`config.mk`:
```
export PLATFORM = sky130hd
export DESIGN_NAME = stopwatch_core
export DESIGN_NICKNAME = d
export VERILOG_FILES = /design/src/rtl/stopwatch_core.sv
export SDC_FILE = /design/constraint.sdc
export NUM_CORES = 1
export LEC_CHECK = 0
export ABC_CLOCK_PERIOD_IN_PS = 2200
export BUFFER_PORTS_ARGS = -buffer_cell sky130_fd_sc_hd__buf_4
export CAP_MARGIN = 20
export CORE_MARGIN = 1.5
export CORE_UTILIZATION = 45
export DETAILED_ROUTE_END_ITERATION = 6
export MAX_ROUTING_LAYER = met4
export PLACE_DENSITY = 0.75
export SLEW_MARGIN = 20
export SYNTH_ARGS = -nofsm -noshare
export SYNTH_HDL_FRONTEND = slang
export SYNTH_SLANG_ARGS = --single-unit
```
`constraint.sdc`:
```
create_clock -name clk -period 2.2 [get_ports clk]
set_clock_uncertainty 0.1 [all_clocks]
set_input_delay 0.22 -clock clk [delete_from_list [all_inputs] [get_ports clk]]
set_output_delay 0.22 -clock clk [all_outputs]
set_load 0.05 [all_outputs]
```
`src/rtl/stopwatch_core.sv`:
```
// Minutes:seconds BCD stopwatch with a RUN/PAUSED state machine and a blinking
// adjust mode. Consumes the one-cycle 1 Hz / 2 Hz tick pulses from the dividers.
module stopwatch_core #(
   parameter int MAX_MIN = 59
) (
   input  logic       clk,
   input  logic       rst_n,
   input  logic       tick_1hz,
   input  logic       tick_2hz,
   input  logic       pause,
   input  logic       adj,
   input  logic       sel,
   output logic [3:0] min_tens,
   output logic [3:0] min_ones,
   output logic [3:0] sec_tens,
   output logic [3:0] sec_ones,
   output logic       blank_min,
   output logic       blank_sec,
   output logic       running
);

   localparam logic [3:0] LP_MAX_TENS = 4'(MAX_MIN / 10);
   localparam logic [3:0] LP_MAX_ONES = 4'(MAX_MIN % 10);

   typedef enum logic {
      ST_RUN    = 1'b0,
      ST_PAUSED = 1'b1
   } state_t;

   state_t     r_state;
   state_t     w_state_next;

   logic [3:0] r_min_tens;
   logic [3:0] r_min_ones;
   logic [3:0] r_sec_tens;
   logic [3:0] r_sec_ones;
   logic [3:0] w_min_tens_next;
   logic [3:0] w_min_ones_next;
   logic [3:0] w_sec_tens_next;
   logic [3:0] w_sec_ones_next;

   logic       r_adj_d;
   logic       r_phase;
   logic       r_blank_min;
   logic       r_blank_sec;
   logic       w_phase_next;
   logic       w_count_en;
   logic       w_inc_sec;
   logic       w_inc_min;
   logic       w_sec_at_max;
   logic       w_min_at_max;

   always_ff @(posedge clk or negedge rst_n) begin
      if (!rst_n) begin
         r_state <= ST_RUN;
      end else begin
         r_state <= w_state_next;
      end
   end

   // Pause is locked out while adjusting so the pre-adjust state survives.
   always_comb begin
      w_state_next = r_state;
      if (pause && !adj) begin
         if (r_state == ST_RUN) begin
            w_state_next = ST_PAUSED;
         end else begin
            w_state_next = ST_RUN;
         end
      end
   end

   // Counting is qualified by the state before any coincident pause toggle.
   assign w_count_en   = ~adj & (r_state == ST_RUN) & tick_1hz;
   assign w_sec_at_max = (r_sec_tens >= 4'd5) && (r_sec_ones >= 4'd9);
   assign w_min_at_max = {r_min_tens, r_min_ones} >= {LP_MAX_TENS, LP_MAX_ONES};
   assign w_inc_sec    = w_count_en | (adj & sel & tick_2hz);
   assign w_inc_min    = (w_count_en & w_sec_at_max) | (adj & ~sel & tick_2hz);

   always_comb begin
      w_sec_tens_next = r_sec_tens;
      w_sec_ones_next = r_sec_ones;
      if (w_inc_sec) begin
         if (r_sec_ones >= 4'd9) begin
            w_sec_ones_next = 4'd0;
            w_sec_tens_next = (r_sec_tens >= 4'd5) ? 4'd0 : r_sec_tens + 4'd1;
         end else begin
            w_sec_ones_next = r_sec_ones + 4'd1;
         end
      end
   end

   always_comb begin
      w_min_tens_next = r_min_tens;
      w_min_ones_next = r_min_ones;
      if (w_inc_min) begin
         if (w_min_at_max) begin
            w_min_tens_next = 4'd0;
            w_min_ones_next = 4'd0;
         end else if (r_min_ones >= 4'd9) begin
            w_min_ones_next = 4'd0;
            w_min_tens_next = r_min_tens + 4'd1;
         end else begin
            w_min_ones_next = r_min_ones + 4'd1;
         end
      end
   end

   // Entering adjust forces the visible phase so the field shows immediately.
   assign w_phase_next = (adj & ~r_adj_d) ? 1'b0 : (r_phase ^ tick_2hz);

   always_ff @(posedge clk or negedge rst_n) begin
      if (!rst_n) begin
         r_min_tens  <= 4'd0;
         r_min_ones  <= 4'd0;
         r_sec_tens  <= 4'd0;
         r_sec_ones  <= 4'd0;
         r_adj_d     <= 1'b0;
         r_phase     <= 1'b0;
         r_blank_min <= 1'b0;
         r_blank_sec <= 1'b0;
      end else begin
         r_min_tens  <= w_min_tens_next;
         r_min_ones  <= w_min_ones_next;
         r_sec_tens  <= w_sec_tens_next;
         r_sec_ones  <= w_sec_ones_next;
         r_adj_d     <= adj;
         r_phase     <= w_phase_next;
         r_blank_min <= adj & ~sel & w_phase_next;
         r_blank_sec <= adj & sel & w_phase_next;
      end
   end

   assign min_tens  = r_min_tens;
   assign min_ones  = r_min_ones;
   assign sec_tens  = r_sec_tens;
   assign sec_ones  = r_sec_ones;
   assign blank_min = r_blank_min;
   assign blank_sec = r_blank_sec;
   assign running   = (r_state == ST_RUN);

endmodule

```
==> impl_metrics.ini, run 1 <==
[run_status]
status = completed

[synthesis]
ys_types = 29
synthAdderAreaFrac_pct = 12.3
ys_seq_area_share_pct = 47.0
syn_avg_cell_area_um2 = 10.1
syn_inst = 111
synth_xor_area_share_pct = 0.784
synth.area.mux_share_pct = 0
yosysWarnings = 0
synth-seq-cells = 21
synth_top_family_by_area = compound AO/OA/AOI/OAI gates
syn_nets = 129
synth_compound_area_share_pct = 19.7
synthSimpleGateAreaFrac_pct = 15.7
syn_area_mm2 = 0.00112

[power]
total_power_mw = 1.86
p_clk_share_pct = 9.6
p_sw_share_pct = 51.6
leakage_nw = 0.708
ir_drop_mv = 0.819
intPower_uw = 901
pwr-share-seq_pct = 35.0
p_per_area_mw_per_mm2 = 1330
combPwrFrac_pct = 55.4
switchingPower_uw = 960

[route]
drt_first_pass_iters = 4
route.vias.total = 920
drc_errors = 0
detail-route-antenna-nets = 0
wire_per_inst_um = 12.5
drt-total-wl_um = 2130
drt-initial-drc-count = 21
vias_per_cell = 5.38

[layout]
final-seq-area_um2 = 527
n_fill_cell = 195
mostFrequentLayoutCell = buf_4
final_cells = 171
final_core_util_pct = 61.4
finalNetCount = 162
drive_gt1_share_pct = 24.5
final_cell_mix = 27 x buf_4, 20 x dfrtp_1, 14 x o21ai_0
syn_to_final_growth_pct = 25.1
multiInputGateArea_um2 = 542
diodes = 0

[cts]
cts_buffers = 3
cts.htree.levels = 1
clock_path_buffers = 2
cts_tree = built
insertion_delay_ns = 0.29
numClockSinks = 21
clk_pin_slew_ns = 0.11
ctsRootBufferMaster = clkbuf_4

[grt]
grt_first_pass_wirelength_um = 3550
overflow = 0
antenna_found_initial = 0
track_usage_pct = 17.9
grt_pass1_vias = 863
grt_max_degree = 22

[critical_path]
r2r-start = sec_tens[0]
path_class = reg -> reg
path_cells = ha_1 > nand2b_1 > a21oi_1 > o41ai_4 > buf_4 > nand3_1 > o21ai_0
worstSetupEndpointType = flop
r2r_slack_ns = 0.18
start_kind = flop
cp-startpoint = sec_tens[0]
r2r_cells = 7
path_depth = 7
cp_slowest_cell = dfrtp_1
cp_num_buf_inv = 1
worstReg2RegEnd = min_ones[1]
cp_top_family = compound AO/OA/AOI/OAI gates
endpoint = min_ones[1]
crit_fanout = 8
worst_ep_arrival_time_ns = 2.09
cp.required_ns = 2.27
slowest_delay_ns = 0.47

[timing]
drv_slew = 0
fin_crit_ns = 2.02
holdWs_ns = 0.0238
max-slew-margin-rel_pct = 62.8
fin_crit_sh_pct = 91.6
setup_viol = 0
fmax_mhz = 496
hold_viol = 0
worst_pin_slew_ns = 0.557

[placement]
portBuffers = 25
gp_congestion = 0.764
hpwl_um = 1580
placedCellCount = 164

[floorplan]
start_util_pct = 49.1
dieArea_mm2 = 0.00279
ios = 26
die_h_um = 52.8
dieWidth_um = 52.8
num_rows = 17
core_mm2 = 0.00228

[min_path]
min_path_type = in -> reg

[flow_run]
drv_cap = 0
## kinds of logic after synthesis
family | count (synthesis)
AO/OA/AOI/OAI | 31
XOR/XNOR | 1
adder cells (fa/ha/maj) | 11
buffers and inverters | 13
flip-flops | 21
AND/OR/NAND/NOR | 34
## area by class of cell
| class | instances | area share, % |
|---|---|---|
| clock buffer | 4 | 1.88 |
| inverter | 12 | 3.22 |
| multi-input combinational | 77 | 38.8 |
| sequential | 21 | 37.7 |
| tap | 28 | 2.51 |
| timing repair buffer | 29 | 15.9 |
## per-stage QoR
stage | worst slack [ns] | TNS [ns] | instance area [µm²]
2_1_floorplan | 0.0304 | 0 | 1120
3_3_place_gp | 0.283 | 0 | 1340
3_5_place_dp | 0.176 | 0 | 1340
4_1_cts | 0.153 | 0 | 1390
5_1_grt | -0.00795 | -0.00795 | 1400
6_report | 0.184 | 0 | 1400
## flip-flops by register name, indices dropped and copies added (netlist names)
| name | count |
|---|---|
| blank_min | 1 |
| blank_sec | 1 |
| min_ones | 4 |
| min_tens | 4 |
| r_adj_d | 1 |
| r_phase | 1 |
| r_state | 1 |
| sec_ones | 4 |
| sec_tens | 4 |
## cells in the mapped netlist (all sizes together)
library cell  count  area [µm²]
a21o              1        7.51
a21oi             4        20.0
a32o              1        10.0
a41oi             2        17.5
and2              1        6.26
and3              1        6.26
buf               1        5.00
dfrtp            21         526
ha               11         138
inv              12        45.0
nand2             9        33.8
nand2b            2        12.5
nand3             7        35.0
nand3b            2        15.0
nand4             2        12.5
nand4b            1        8.76
nor2              5        18.8
nor2b             3        18.8
nor3b             1        7.51
o21ai            16        83.8
o22ai             2        12.5
o31a              1        10.0
o31ai             2        20.0
o41a              1        11.3
o41ai             1        27.5
xnor2             1        8.76
## routing by layer
| metal | vias to the layer above | wire length, µm | GRT usage [%] |
|---|---|---|---|
| li1 | 454 | - | - |
| met1 | 450 | 967 | 19.6 |
| met2 | 14 | 1080 | 32.5 |
| met3 | 2 | 61 | 2.57 |
| met4 | 0 | 22 | 6.84 |
| met5 | - | 0 | - |
## power by group through the flow
stage / clock [mW] / sequential, mW / combinational, mW
5_1_grt: 0.205 / 0.677 / 1.12
6_report: 0.178 / 0.652 / 1.03
3_5_place_dp: 0 / 0.658 / 1.04
2_1_floorplan: 0 / 1.00 / 0.377
4_1_cts: 0.188 / 0.651 / 1.04
3_3_place_gp: 0 / 0.649 / 1.01
## worst min path at each step
stage                from         to  slack [ns]  depth (start not counted)
detailed placement  rst_n  blank_sec        0.02                          1
finish                adj    r_adj_d        0.02                          1
global placement    rst_n  blank_sec        0.02                          1
global route          adj    r_adj_d       0.002                          1
floorplan           rst_n  blank_min       -0.18                          0
CTS                   adj    r_adj_d        0.01                          1
## repair_timing
action / in CTS / in global routing
resized for setup: 0 / 0
endpoints found under the setup margin: 0 / 2
setup buffers: 0 / 1
hold endpoints to repair: 22 / 0
hold buffers: 2 / 0
Power figures use the tool's default switching activity.
==> inputs of run 2 (changes only) <==
--- a/config.mk
+++ b/config.mk
@@ -5,7 +5,7 @@
 export SDC_FILE = /design/constraint.sdc
 export NUM_CORES = 1
 export LEC_CHECK = 0
-export ABC_CLOCK_PERIOD_IN_PS = 2200
+export ABC_CLOCK_PERIOD_IN_PS = 2100
 export BUFFER_PORTS_ARGS = -buffer_cell sky130_fd_sc_hd__buf_4
 export CAP_MARGIN = 20
 export CORE_MARGIN = 1.5
@@ -13,6 +13,7 @@
 export DETAILED_ROUTE_END_ITERATION = 6
 export MAX_ROUTING_LAYER = met4
 export PLACE_DENSITY = 0.75
+export REMOVE_ABC_BUFFERS = 1
 export SLEW_MARGIN = 20
 export SYNTH_ARGS = -nofsm -noshare
 export SYNTH_HDL_FRONTEND = slang
==> constraint.sdc (replaced) <==
create_clock -name clk -period 2.1 [get_ports clk]
set_clock_uncertainty 0.1 [all_clocks]
set_input_delay 0.21 -clock clk [delete_from_list [all_inputs] [get_ports clk]]
set_output_delay 0.21 -clock clk [all_outputs]
set_load 0.05 [all_outputs]
==> impl_metrics.ini, run 2 (synthesis results as in run 1) <==
[run_status]
status = completed

[cts]
insertion_delay_ns = 0.29
clk_pin_slew_ns = 0.12
cts.htree.levels = 1
cts_tree = built
clock_path_buffers = 2
cts_buffers = 3
ctsRootBufferMaster = clkbuf_4
numClockSinks = 21

[grt]
grt_max_degree = 22
grt_first_pass_wirelength_um = 3570
overflow = 0
grt_pass1_vias = 867
antenna_found_initial = 0
track_usage_pct = 17.6

[layout]
final_cell_mix = 29 x buf_4, 21 x dfrtp_1, 14 x o21ai_0
finalNetCount = 165
mostFrequentLayoutCell = buf_4
syn_to_final_growth_pct = 28.0
diodes = 0
final_cells = 174
drive_gt1_share_pct = 24.7

[critical_path]
worst_ep_arrival_time_ns = 2.06
cp.required_ns = 2.20
worstSetupEndpointType = flop
path_class = reg -> reg
start_kind = flop
crit_fanout = 9

[floorplan]
dieWidth_um = 52.8
core_mm2 = 0.00228
start_util_pct = 49.1
ios = 26
num_rows = 17
dieArea_mm2 = 0.00279
die_h_um = 52.8

[route]
drt-initial-drc-count = 7
vias_per_cell = 5.41
drt_first_pass_iters = 4
drt-total-wl_um = 2200
drc_errors = 0
wire_per_inst_um = 12.6
route.vias.total = 942
detail-route-antenna-nets = 0

[timing]
fin_crit_ns = 1.96
drv_slew = 0
worst_pin_slew_ns = 0.419
fmax_mhz = 510
rsz0062_at_grt = false
setup_viol = 0
fin_crit_sh_pct = 93.3
max-slew-margin-rel_pct = 72.1
tns_ns = 0
hold_viol = 0

[power]
ir_drop_mv = 0.905
leakage_nw = 0.723
p_per_area_mw_per_mm2 = 1390

[placement]
hpwl_um = 1620
portBuffers = 25
gp_congestion = 0.777
placedCellCount = 165

[flow_run]
drv_cap = 0

[min_path]
min_path_type = in -> reg
[run 2: cell types whose count changed in the layout (fill, tap and decap cells not counted)]
| cell | before | now |
|---|---|---|
| o31ai_2 | 1 | 0 |
| buf_4 | 27 | 29 |
| and2_0 | 1 | 0 |
| dfrtp_2 | 1 | 0 |
| o31ai_4 | 0 | 1 |
| and2_1 | 0 | 1 |
| dfrtp_1 | 20 | 21 |
| dlygate4sd3_1 | 2 | 3 |
[run 2: timing repair]
item / in CTS / in global routing
endpoints found under the hold margin: 22 / 1
endpoints found under the setup margin: 0 / 3
buffers inserted: 0 / 2
hold buffers: 2 / 1
resized for setup: 0 / 2
[run 2: metal layers]
metal | track usage (%) | up-vias | part of all wire, %
met3 | 2.57 | 2 | 4.0
met1 | 19.4 | 457 | 44
met2 | 32.5 | 22 | 52
met4 | 5.13 | 0 | 0.55
met5 | - | - | 0
li1 | - | 461 | -
[run 2: power breakdown]
part           leakage [nW]  internal, mW  switching [mW]  total (mW)
clock                0.0150        0.0738           0.117       0.191
sequential            0.272         0.527           0.165       0.692
combinational         0.437         0.353           0.749        1.10
[run 2: worst paths after layout]
path / from / to / slack (ns) / cells past startpoint
setup reg to reg: sec_ones[0] / min_ones[2] / 0.14 / 8
min in group asynchronous: rst_n / blank_sec / 0.22 / 2
max in group asynchronous: rst_n / min_tens[3] / 1.47 / 2
setup / recovery: sec_ones[0] / min_ones[2] / 0.14 / 8
hold / removal: tick_2hz / r_phase / 0.04 / 2
hold reg to reg: r_phase / r_phase / 0.42 / 1
[run 2: through the flow]
stage	util, %	power [mW]	setup slack [ns]	hold WS (ns)	cell area, µm²
global route	62.8	2.12	0.0168	0.0346	1430
global placement	59.3	1.74	0.181	0.00820	1350
CTS	61.4	1.97	0.0712	0.00316	1400
finish	62.8	1.98	0.140	0.0374	1430
floorplan	-	1.44	-0.103	-0.186	1110
detailed placement	59.3	1.77	0.0821	0.0104	1350
[run 2: cell type report]
cell class / instances / area [µm²]
tap: 28 / 35.0
fill: 191 / 846
inverter: 12 / 45.0
sequential: 21 / 526
clock buffer: 4 / 26.3
multi-input combinational: 77 / 551
timing repair buffer: 32 / 248
[run 2: worst max-delay path, cell delays in order, from the launching register on]
cell	delay (ns)
dfrtp_1	0.43
inv_1	0.10
ha_1	0.20
inv_1	0.12
o31ai_4	0.10
o41ai_4	0.35
buf_4	0.20
o21ai_1	0.07
a32o_1	0.20
